## config.mk

```make
export PLATFORM = sky130hd
export DESIGN_NAME = onchip_ram_arbiter_flat
export DESIGN_NICKNAME = d
export VERILOG_FILES = /design/src/rtl/onchip_ram_arbiter_if.sv /design/src/rtl/onchip_ram_arbiter.sv /design/src/flat_wrapper.sv
export SDC_FILE = /design/constraint.sdc
export NUM_CORES = 1
export LEC_CHECK = 0
export ABC_AREA = 1
export CAP_MARGIN = 20
export CELL_PAD_IN_SITES_DETAIL_PLACEMENT = 0
export CELL_PAD_IN_SITES_GLOBAL_PLACEMENT = 2
export CORE_ASPECT_RATIO = 0.5
export CORE_MARGIN = 1.5
export CORE_UTILIZATION = 10
export DETAILED_ROUTE_END_ITERATION = 10
export GPL_TIMING_DRIVEN = 0
export PLACE_DENSITY_LB_ADDON = 0.2
export SLEW_MARGIN = 20
export SYNTH_ARGS = -nofsm -noshare
export SYNTH_HDL_FRONTEND = slang
export SYNTH_SLANG_ARGS = --single-unit
```

## constraint.sdc

```tcl
create_clock -name clk -period 2.5 [get_ports clk]
set_input_delay 0.5 -clock clk [delete_from_list [all_inputs] [get_ports clk]]
set_output_delay 0.5 -clock clk [all_outputs]
set_load 0.1 [all_outputs]
```

## src/rtl/onchip_ram_arbiter_if.sv

```systemverilog
// rtl/onchip_ram_arbiter_if.sv - Avalon-MM master bus bundle used by the on-chip RAM arbiter
//
// Purpose
//    Groups one Avalon-MM master's request/response signals so each master of
//    the arbiter is a single port.
//
// Signals
//    address        master -> slave  ADDR_W  word address
//    read           master -> slave  1       read request
//    write          master -> slave  1       write request (wins over read if both high)
//    byteenable     master -> slave  BE_W    byte lanes
//    writedata      master -> slave  DATA_W  write data
//    waitrequest    slave -> master  1       1 = request not accepted this cycle
//    readdata       slave -> master  DATA_W  read data
//    readdatavalid  slave -> master  1       readdata valid this cycle
//
// Modports
//    master  : the requesting side (CPU data master, DMA)
//    slave   : the arbiter side
interface onchip_ram_arbiter_if #(
   parameter int ADDR_W = 11,
   parameter int DATA_W = 32,
   parameter int BE_W   = 4
);
   logic [ADDR_W-1:0] address;
   logic              read;
   logic              write;
   logic [BE_W-1:0]   byteenable;
   logic [DATA_W-1:0] writedata;
   logic              waitrequest;
   logic [DATA_W-1:0] readdata;
   logic              readdatavalid;

   modport master (
      output address, read, write, byteenable, writedata,
      input  waitrequest, readdata, readdatavalid
   );

   modport slave (
      input  address, read, write, byteenable, writedata,
      output waitrequest, readdata, readdatavalid
   );
endinterface

```

## src/rtl/onchip_ram_arbiter.sv

```systemverilog
// rtl/onchip_ram_arbiter.sv - two-master Avalon-MM arbiter in front of a single-port on-chip RAM
//
// Purpose
//    Shares one 2048x32 byte-enabled single-port RAM (1-cycle read latency)
//    between master 0 (CPU data master) and master 1 (DMA/peripheral master).
//    At most one RAM access is issued per clock; read data is returned to the
//    master that issued the read, one cycle after acceptance, with readdatavalid.
//
// Ports
//    clk             in   1       system clock
//    reset_n         in   1       asynchronous reset, active-low
//    m0              slave        master 0 bus (onchip_ram_arbiter_if)
//    m1              slave        master 1 bus (onchip_ram_arbiter_if)
//    ram_address     out  ADDR_W  RAM word address
//    ram_chipselect  out  1       RAM access strobe
//    ram_write       out  1       RAM write enable
//    ram_byteenable  out  BE_W    RAM byte lanes
//    ram_writedata   out  DATA_W  RAM write data
//    ram_clken       out  1       RAM clock enable, high once out of reset
//    ram_readdata    in   DATA_W  RAM read data, valid the cycle after a read
//
// Configuration
//    ONCHIP_ARB_FIXED_PRIO_EN  defined   : master 0 always wins a contest
//                              undefined : round-robin between the masters
module onchip_ram_arbiter #(
   parameter int ADDR_W = 11,
   parameter int DATA_W = 32,
   parameter int BE_W   = 4
) (
   input  logic              clk,
   input  logic              reset_n,
   onchip_ram_arbiter_if.slave m0,
   onchip_ram_arbiter_if.slave m1,
   output logic [ADDR_W-1:0] ram_address,
   output logic              ram_chipselect,
   output logic              ram_write,
   output logic [BE_W-1:0]   ram_byteenable,
   output logic [DATA_W-1:0] ram_writedata,
   output logic              ram_clken,
   input  logic [DATA_W-1:0] ram_readdata
);

   // Wake-up sequencing: hold everything off for the first clock after reset
   typedef enum logic {
      ST_WAKE = 1'b0,
      ST_RUN  = 1'b1
   } state_t;

   state_t state;
   state_t state_nxt;
   logic   rdy;

   logic   last_gnt;   // index of the master granted most recently
   logic   rd_vld;     // a read was accepted on the previous edge
   logic   rd_own;     // which master that read belongs to

   logic   req0;
   logic   req1;
   logic   any_req;
   logic   sel;        // winning master index when any_req
   logic   acc;        // an access is issued to the RAM this cycle
   logic   win_read;
   logic   win_write;
   logic   acc_rd;

   // ------------------------------------------------------------------
   // Wake-up FSM
   // ------------------------------------------------------------------
   always_ff @(posedge clk or negedge reset_n) begin
      if (!reset_n) begin
         state <= ST_WAKE;
      end else begin
         state <= state_nxt;
      end
   end

   always_comb begin
      state_nxt = state;
      if (state == ST_WAKE) begin
         state_nxt = ST_RUN;
      end
   end

   assign rdy = (state == ST_RUN);

   // ------------------------------------------------------------------
   // Arbitration
   // ------------------------------------------------------------------
   assign req0    = m0.read | m0.write;
   assign req1    = m1.read | m1.write;
   assign any_req = req0 | req1;

   always_comb begin
      sel = 1'b0;
      if (req0 && req1) begin
`ifdef ONCHIP_ARB_FIXED_PRIO_EN
         sel = 1'b0;
`else
         // The master that did not win last time gets this one
         sel = ~last_gnt;
`endif
      end else begin
         sel = req1;
      end
   end

   assign acc = rdy & any_req;

   assign m0.waitrequest = ~(acc & ~sel);
   assign m1.waitrequest = ~(acc &  sel);

   // ------------------------------------------------------------------
   // RAM request mux
   // ------------------------------------------------------------------
   assign win_read  = sel ? m1.read  : m0.read;
   assign win_write = sel ? m1.write : m0.write;

   // A simultaneous read+write is treated as a write and returns no data
   assign acc_rd = acc & win_read & ~win_write;

   assign ram_address    = sel ? m1.address    : m0.address;
   assign ram_byteenable = sel ? m1.byteenable : m0.byteenable;
   assign ram_writedata  = sel ? m1.writedata  : m0.writedata;
   assign ram_chipselect = acc;
   assign ram_write      = acc & win_write;
   assign ram_clken      = rdy;

   // ------------------------------------------------------------------
   // Grant history and read-return tracking
   // ------------------------------------------------------------------
   always_ff @(posedge clk or negedge reset_n) begin
      if (!reset_n) begin
         last_gnt <= 1'b1;   // so master 0 wins the first contest
         rd_vld   <= 1'b0;
         rd_own   <= 1'b0;
      end else begin
         if (acc) begin
            last_gnt <= sel;
         end
         rd_vld <= acc_rd;
         if (acc_rd) begin
            rd_own <= sel;
         end
      end
   end

   // Read data is broadcast; only readdatavalid is steered to the owner
   assign m0.readdata      = ram_readdata;
   assign m1.readdata      = ram_readdata;
   assign m0.readdatavalid = rd_vld & ~rd_own;
   assign m1.readdatavalid = rd_vld &  rd_own;

endmodule
```

## src/flat_wrapper.sv

```systemverilog
// flat-port wrapper written by rule: the top's interface ports become plain ports
module onchip_ram_arbiter_flat 
#(
   parameter int ADDR_W = 11,
   parameter int DATA_W = 32,
   parameter int BE_W   = 4
)
  (clk, reset_n, ram_address, ram_chipselect, ram_write, ram_byteenable, ram_writedata, ram_clken, ram_readdata, m0_address, m0_read, m0_write, m0_byteenable, m0_writedata, m0_waitrequest, m0_readdata, m0_readdatavalid, m1_address, m1_read, m1_write, m1_byteenable, m1_writedata, m1_waitrequest, m1_readdata, m1_readdatavalid);
  onchip_ram_arbiter_if #(.ADDR_W(ADDR_W), .DATA_W(DATA_W), .BE_W(BE_W)) m0_i ();
  onchip_ram_arbiter_if #(.ADDR_W(ADDR_W), .DATA_W(DATA_W), .BE_W(BE_W)) m1_i ();
  input  logic clk;
  input  logic reset_n;
  output logic [ADDR_W-1:0] ram_address;
  output logic ram_chipselect;
  output logic ram_write;
  output logic [BE_W-1:0] ram_byteenable;
  output logic [DATA_W-1:0] ram_writedata;
  output logic ram_clken;
  input  logic [DATA_W-1:0] ram_readdata;
  input wire logic [$bits(m0_i.address)-1:0] m0_address;
  input wire logic [$bits(m0_i.read)-1:0] m0_read;
  input wire logic [$bits(m0_i.write)-1:0] m0_write;
  input wire logic [$bits(m0_i.byteenable)-1:0] m0_byteenable;
  input wire logic [$bits(m0_i.writedata)-1:0] m0_writedata;
  output wire logic [$bits(m0_i.waitrequest)-1:0] m0_waitrequest;
  output wire logic [$bits(m0_i.readdata)-1:0] m0_readdata;
  output wire logic [$bits(m0_i.readdatavalid)-1:0] m0_readdatavalid;
  input wire logic [$bits(m1_i.address)-1:0] m1_address;
  input wire logic [$bits(m1_i.read)-1:0] m1_read;
  input wire logic [$bits(m1_i.write)-1:0] m1_write;
  input wire logic [$bits(m1_i.byteenable)-1:0] m1_byteenable;
  input wire logic [$bits(m1_i.writedata)-1:0] m1_writedata;
  output wire logic [$bits(m1_i.waitrequest)-1:0] m1_waitrequest;
  output wire logic [$bits(m1_i.readdata)-1:0] m1_readdata;
  output wire logic [$bits(m1_i.readdatavalid)-1:0] m1_readdatavalid;
  assign m0_i.address = m0_address;
  assign m0_i.read = m0_read;
  assign m0_i.write = m0_write;
  assign m0_i.byteenable = m0_byteenable;
  assign m0_i.writedata = m0_writedata;
  assign m0_waitrequest = m0_i.waitrequest;
  assign m0_readdata = m0_i.readdata;
  assign m0_readdatavalid = m0_i.readdatavalid;
  assign m1_i.address = m1_address;
  assign m1_i.read = m1_read;
  assign m1_i.write = m1_write;
  assign m1_i.byteenable = m1_byteenable;
  assign m1_i.writedata = m1_writedata;
  assign m1_waitrequest = m1_i.waitrequest;
  assign m1_readdata = m1_i.readdata;
  assign m1_readdatavalid = m1_i.readdatavalid;
  onchip_ram_arbiter #(.ADDR_W(ADDR_W), .DATA_W(DATA_W), .BE_W(BE_W)) u_core (.clk(clk), .reset_n(reset_n), .m0(m0_i), .m1(m1_i), .ram_address(ram_address), .ram_chipselect(ram_chipselect), .ram_write(ram_write), .ram_byteenable(ram_byteenable), .ram_writedata(ram_writedata), .ram_clken(ram_clken), .ram_readdata(ram_readdata));
endmodule
```

* Word-level counts from Yosys, hierarchy flattened *
Index checks and enable logic that the tools add are counted.
Widths: inputs -> output; s select.

word-level totals
  flip-flop bits (word level) = 4
  bits of input ports = 132

operators by class
  mux-type cells = 6
  bitwise operators = 17
  reductions and logical operators = 1

operators with widths
  operator           number
  $mux 32            1
  $mux 11            1
  $and 1x1->1        8
  $not 1->1          6
  $mux 4             1
  $mux 1             3
  $or 1x1->1         3
  $logic_and 1x1->1  1

* Depth between registers and ports, before layout *
Gate-level depths: netlist of the first run.

  word-level depth = 6
  depth in mapped cells = 8
  depth with buffers taken out = 8

* Worst setup path before layout of the first run *
OpenSTA, ideal clock, no wires.

  path type = reg2out
  start = register u_core.state, in the netlist u_core.ram_clken
  end = output port m0_waitrequest
  data arrival time = 2.967 ns
  required time = 2.000 ns
  setup slack = -0.967 ns
  cell stages (with the launch flop) = 3
  path buffers = 0
  path through = dfrtp_1 -> a21boi_2 -> nand2_1

on the way
  cells in the longest elaborated chain, start to end = 3

RTL lines
  element                   RTL line                   RTL
  start: declaration        onchip_ram_arbiter.sv:49   state_t state;
  start signal: assignment  onchip_ram_arbiter.sv:73   state <= state_nxt;
  $and 1x1->1               onchip_ram_arbiter.sv:107  assign acc = rdy & any_req;
  named net ram_chipselect  flat_wrapper.sv:14         output logic ram_chipselect;
  $and 1x1->1               onchip_ram_arbiter.sv:109  assign m0.waitrequest = ~(acc & ~sel);
  $not 1->1                 onchip_ram_arbiter.sv:109
  end: declaration          flat_wrapper.sv:25         output wire logic [$bits(m0_i.waitrequest)-1:0] m0_waitrequest;

The timed path passes the listed nets, and every way through them passes these cells.

* Final worst setup path of the first run *
  start = register u_core.rd_own
  end = output port m0_readdatavalid

on the way
  cells in the longest elaborated chain, start to end = 2

RTL lines
  element                   RTL line                   RTL
  start: declaration        onchip_ram_arbiter.sv:55   logic rd_own;
  start signal: assignment  onchip_ram_arbiter.sv:142  rd_own <= sel;
  $not 1->1                 onchip_ram_arbiter.sv:150  assign m0.readdatavalid = rd_vld & ~rd_own;
  $and 1x1->1               onchip_ram_arbiter.sv:150
  end: declaration          flat_wrapper.sv:27         output wire logic [$bits(m0_i.readdatavalid)-1:0] m0_readdatavalid;

No other way between the ends.

==> results of run 1 <==
==> state kept, by name (all words and copies together) (netlist names) <==
signal	count
u_core.rd_vld	1
u_core.rd_own	1
u_core.last_gnt	1
u_core.ram_clken	1
==> through the flow <==
step	power, mW	hold slack [ns]
6_report	2.53	0.478
5_1_grt	2.61	0.501
4_1_cts	2.51	0.479
3_5_place_dp	2.20	0.510
3_3_place_gp	2.21	0.503
2_1_floorplan	1.65	0.204
==> routing by layer <==
layer  up-vias  track usage (%)
met1       876             9.73
met3         4            0.979
li1       1116                -
met2        92             21.6
met4         0             1.82
met5         -                0
==> cell usage in the layout, fill, tap and decap left out <==
master,netlist,layout
a21boi_4,0,1
and3_4,0,1
buf_12,0,5
buf_2,5,4
buf_4,64,76
buf_6,5,34
buf_8,0,5
clkbuf_1,0,1
clkbuf_16,0,3
clkbuf_4,0,1
clkdlybuf4s15_2,0,1
clkdlybuf4s50_1,0,162
conb_1,1,1
dfrtp_1,3,2
dfrtp_2,0,1
dfstp_2,1,1
dlygate4sd2_1,0,2
dlymetal6s2s_1,0,2
inv_1,5,5
inv_2,1,1
inv_4,1,1
nand2_1,150,147
nand2_2,0,3
nand2_4,1,1
nand3_1,3,3
nand4_1,1,1
nor2_1,2,2
nor2_4,0,1
o21a_1,1,1
o21ai_2,1,1
==> power groups by stage <==
| stage | Clock [mW] | Sequential (mW) | Combinational, mW |
|---|---|---|---|
| global placement | 0 | 0.0855 | 2.13 |
| CTS | 0.266 | 0.0849 | 2.16 |
| global route | 0.271 | 0.0874 | 2.26 |
| detailed placement | 0 | 0.0857 | 2.12 |
| floorplan | 0 | 0.0901 | 1.56 |
| finish | 0.261 | 0.0847 | 2.18 |
==> Yosys cell counts, drive strengths merged <==
cell	number	area [um2]
o21a	1	7.51
nand4	1	6.26
o21ai	1	8.76
inv	7	28.8
buf	74	562
nand2	151	574
dfstp	1	26.3
dfrtp	3	75.1
nor2	3	13.8
conb	1	3.75
a21boi	1	11.3
nand3	3	15.0
and3	1	6.26
==> how the worst max path moves through the flow <==
stage | start | to | slack, ns
after floorplan | u_core.ram_clken$_DFF_PN0_ | m0_waitrequest | -0.004
after global placement | m0_read | ram_address[7] | -1.00
after detailed placement | m1_read | ram_writedata[28] | -0.99
after CTS | m0_read | ram_writedata[22] | -0.002
after global routing | u_core.rd_own$_DFFE_PN0P_ | m0_readdatavalid | 0.08
final | u_core.rd_own$_DFFE_PN0P_ | m0_readdatavalid | 0.12
==> cell families (layout without fill, tap and decap cells) <==
| kind of cell | count (synthesis) | after routing | share of synthesized area, % |
|---|---|---|---|
| AND/OR/NAND/NOR | 159 | 159 | 46.0 |
| buffers and inverters | 81 | 303 | 44.1 |
| flip-flops | 4 | 4 | 7.57 |
| AO/OA/AOI/OAI | 3 | 3 | 2.06 |
| other | 1 | 1 | 0.280 |
==> repair_timing <==
item / in CTS / in global routing
endpoints found under the setup margin: 51 / 44
pin swaps: 2 / 2
buffers inserted: 1 / 0
gates resized for setup: 345 / 19
==> layout make-up <==
class | instances | area, um2
timing repair buffer | 218 | 2250
fill | 1401 | 8920
sequential | 4 | 103
tap | 170 | 213
multi-input combinational | 163 | 672
buffer | 74 | 578
inverter | 7 | 28.8
clock buffer | 4 | 78.8
==> results_dict.tcl, run 1 <==
set metrics [dict create \
    syn_area_um2 1340 \
    wl_met2_mm 4.23 \
    finalHoldViolCount 0 \
    fp.dieArea_um2 14100 \
    grt_setup_unrepaired "no" \
    synth-seq-cells 4 \
    top_layer "met4" \
    grt_pass1_wl_mm 11.0 \
    dp_cells 635 \
    yosysSeqAreaShare_pct 7.57 \
    wl_met1_mm 2.47 \
    clock-sinks 4 \
    slew_viol_final 0 \
    wl_per_cell_um 11.3 \
    outcome "complete, but fails checks" \
    power_frac_comb_pct 86.3 \
    coreArea_um2 12800 \
    n_antenna_cell 0 \
    nets 603 \
    cts_made_buffers 3 \
    antenna_found_initial 0 \
    wl_mm 7.25 \
    p_clk_share_pct 10.3 \
    crit_type "reg -> out" \
    netlist_instances 248 \
    dpl_cell_area_um2 3740 \
    grt_max_degree 11 \
    rows 29 \
    crit_path_end_kind "output port" \
    maxCapViolations 0 \
    die_w_um 167 \
    fin_ws_ns 0.116 \
    r2r-end "u_core.rd_own$_DFFE_PN0P_" \
    ir_drop_mv 0.418 \
    yosysWarnings 0 \
    synth_cell_types 19 \
    violations "design-rule violations" \
    synth_nets 380 \
    critPathMaxStageDelay_ns 1.15 \
    initial_utilization_pct 10.4 \
    cp_top_family "buffers and inverters" \
    fmax_ghz 0.419 \
    cts_buffer_depth 2 \
    cts_hold_buf 0 \
    worstMarginPinSlew_ns 0.988 \
    htree_levels 1 \
    overflow 0 \
    reg2regPathDepth 7 \
    grt.total_usage_pct 9.72 \
    cts_tree "yes" \
    drt_iter0_drc 60 \
    fin_area_um2 3930 \
    hp-class "in -> async" \
    vias 2088 \
    setup.worst_path.start_class "register" \
    finClkSkew_ns 0.000295 \
    swShare_pct 64.3 \
    slowest_stage "clkdlybuf4s50_1" \
    path_depth 2 \
    fin_util_pct 30.6 \
    critPathBufInv 1 \
    dp.final_hpwl_mm 6.44 \
    vias_per_cell 3.26 \
    path_clk_slew_ns 0.03 \
    power_density_nw_per_um2 644 \
    grt_pass1_vias 2171 \
    avgSynthCellArea_um2 5.40 \
    postRouteAntennaNets 0 \
    r2r_slack_ns 1.28 \
    crit_arrival_ns 1.88 \
    drive_gt1_share_pct 30.0 \
    dp_slack_ns -0.988 \
    root_buffer "clkbuf_16" \
    gp_congestion 0.685 \
    fin_setup_tns_ns 0 \
    fin_cells 640 \
    fin_crit_sh_pct 95.4 \
    max_slew_margin_pct 33.9 \
    setup_viol 0 \
    syn_to_final_growth_pct 193 \
    crit_required_ns 2.00 \
    pin_count 250 \
    clk_latency_ns 0.23 \
    finalCriticalPeriod_ns 2.38 \
    cp_cell_sequence "nor2_1, clkdlybuf4s50_1" \
    seqPwrFrac_pct 3.4 \
    die_h_um 84.8 \
    r2r_start "u_core.last_gnt$_DFFE_PN1P_" \
    portBuffers 217 \
    drc 15 \
    power_leakage_nw 1.95 \
    drt-pass1-iter-count 7 \
    wl_met3_um 499 \
    switching_power_mw 1.62 \
    p_int_mw 0.903 \
    path_max_fanout 3 \
]
No activity file was read; power rests on OpenSTA's default activity.
==> run 2, diff against run 1 <==
ABC_CLOCK_PERIOD_IN_PS = 2500   (was unset)
==> results of run 2 <==
Same layout as run 1: the final DEF is identical, and so are final timing and power.
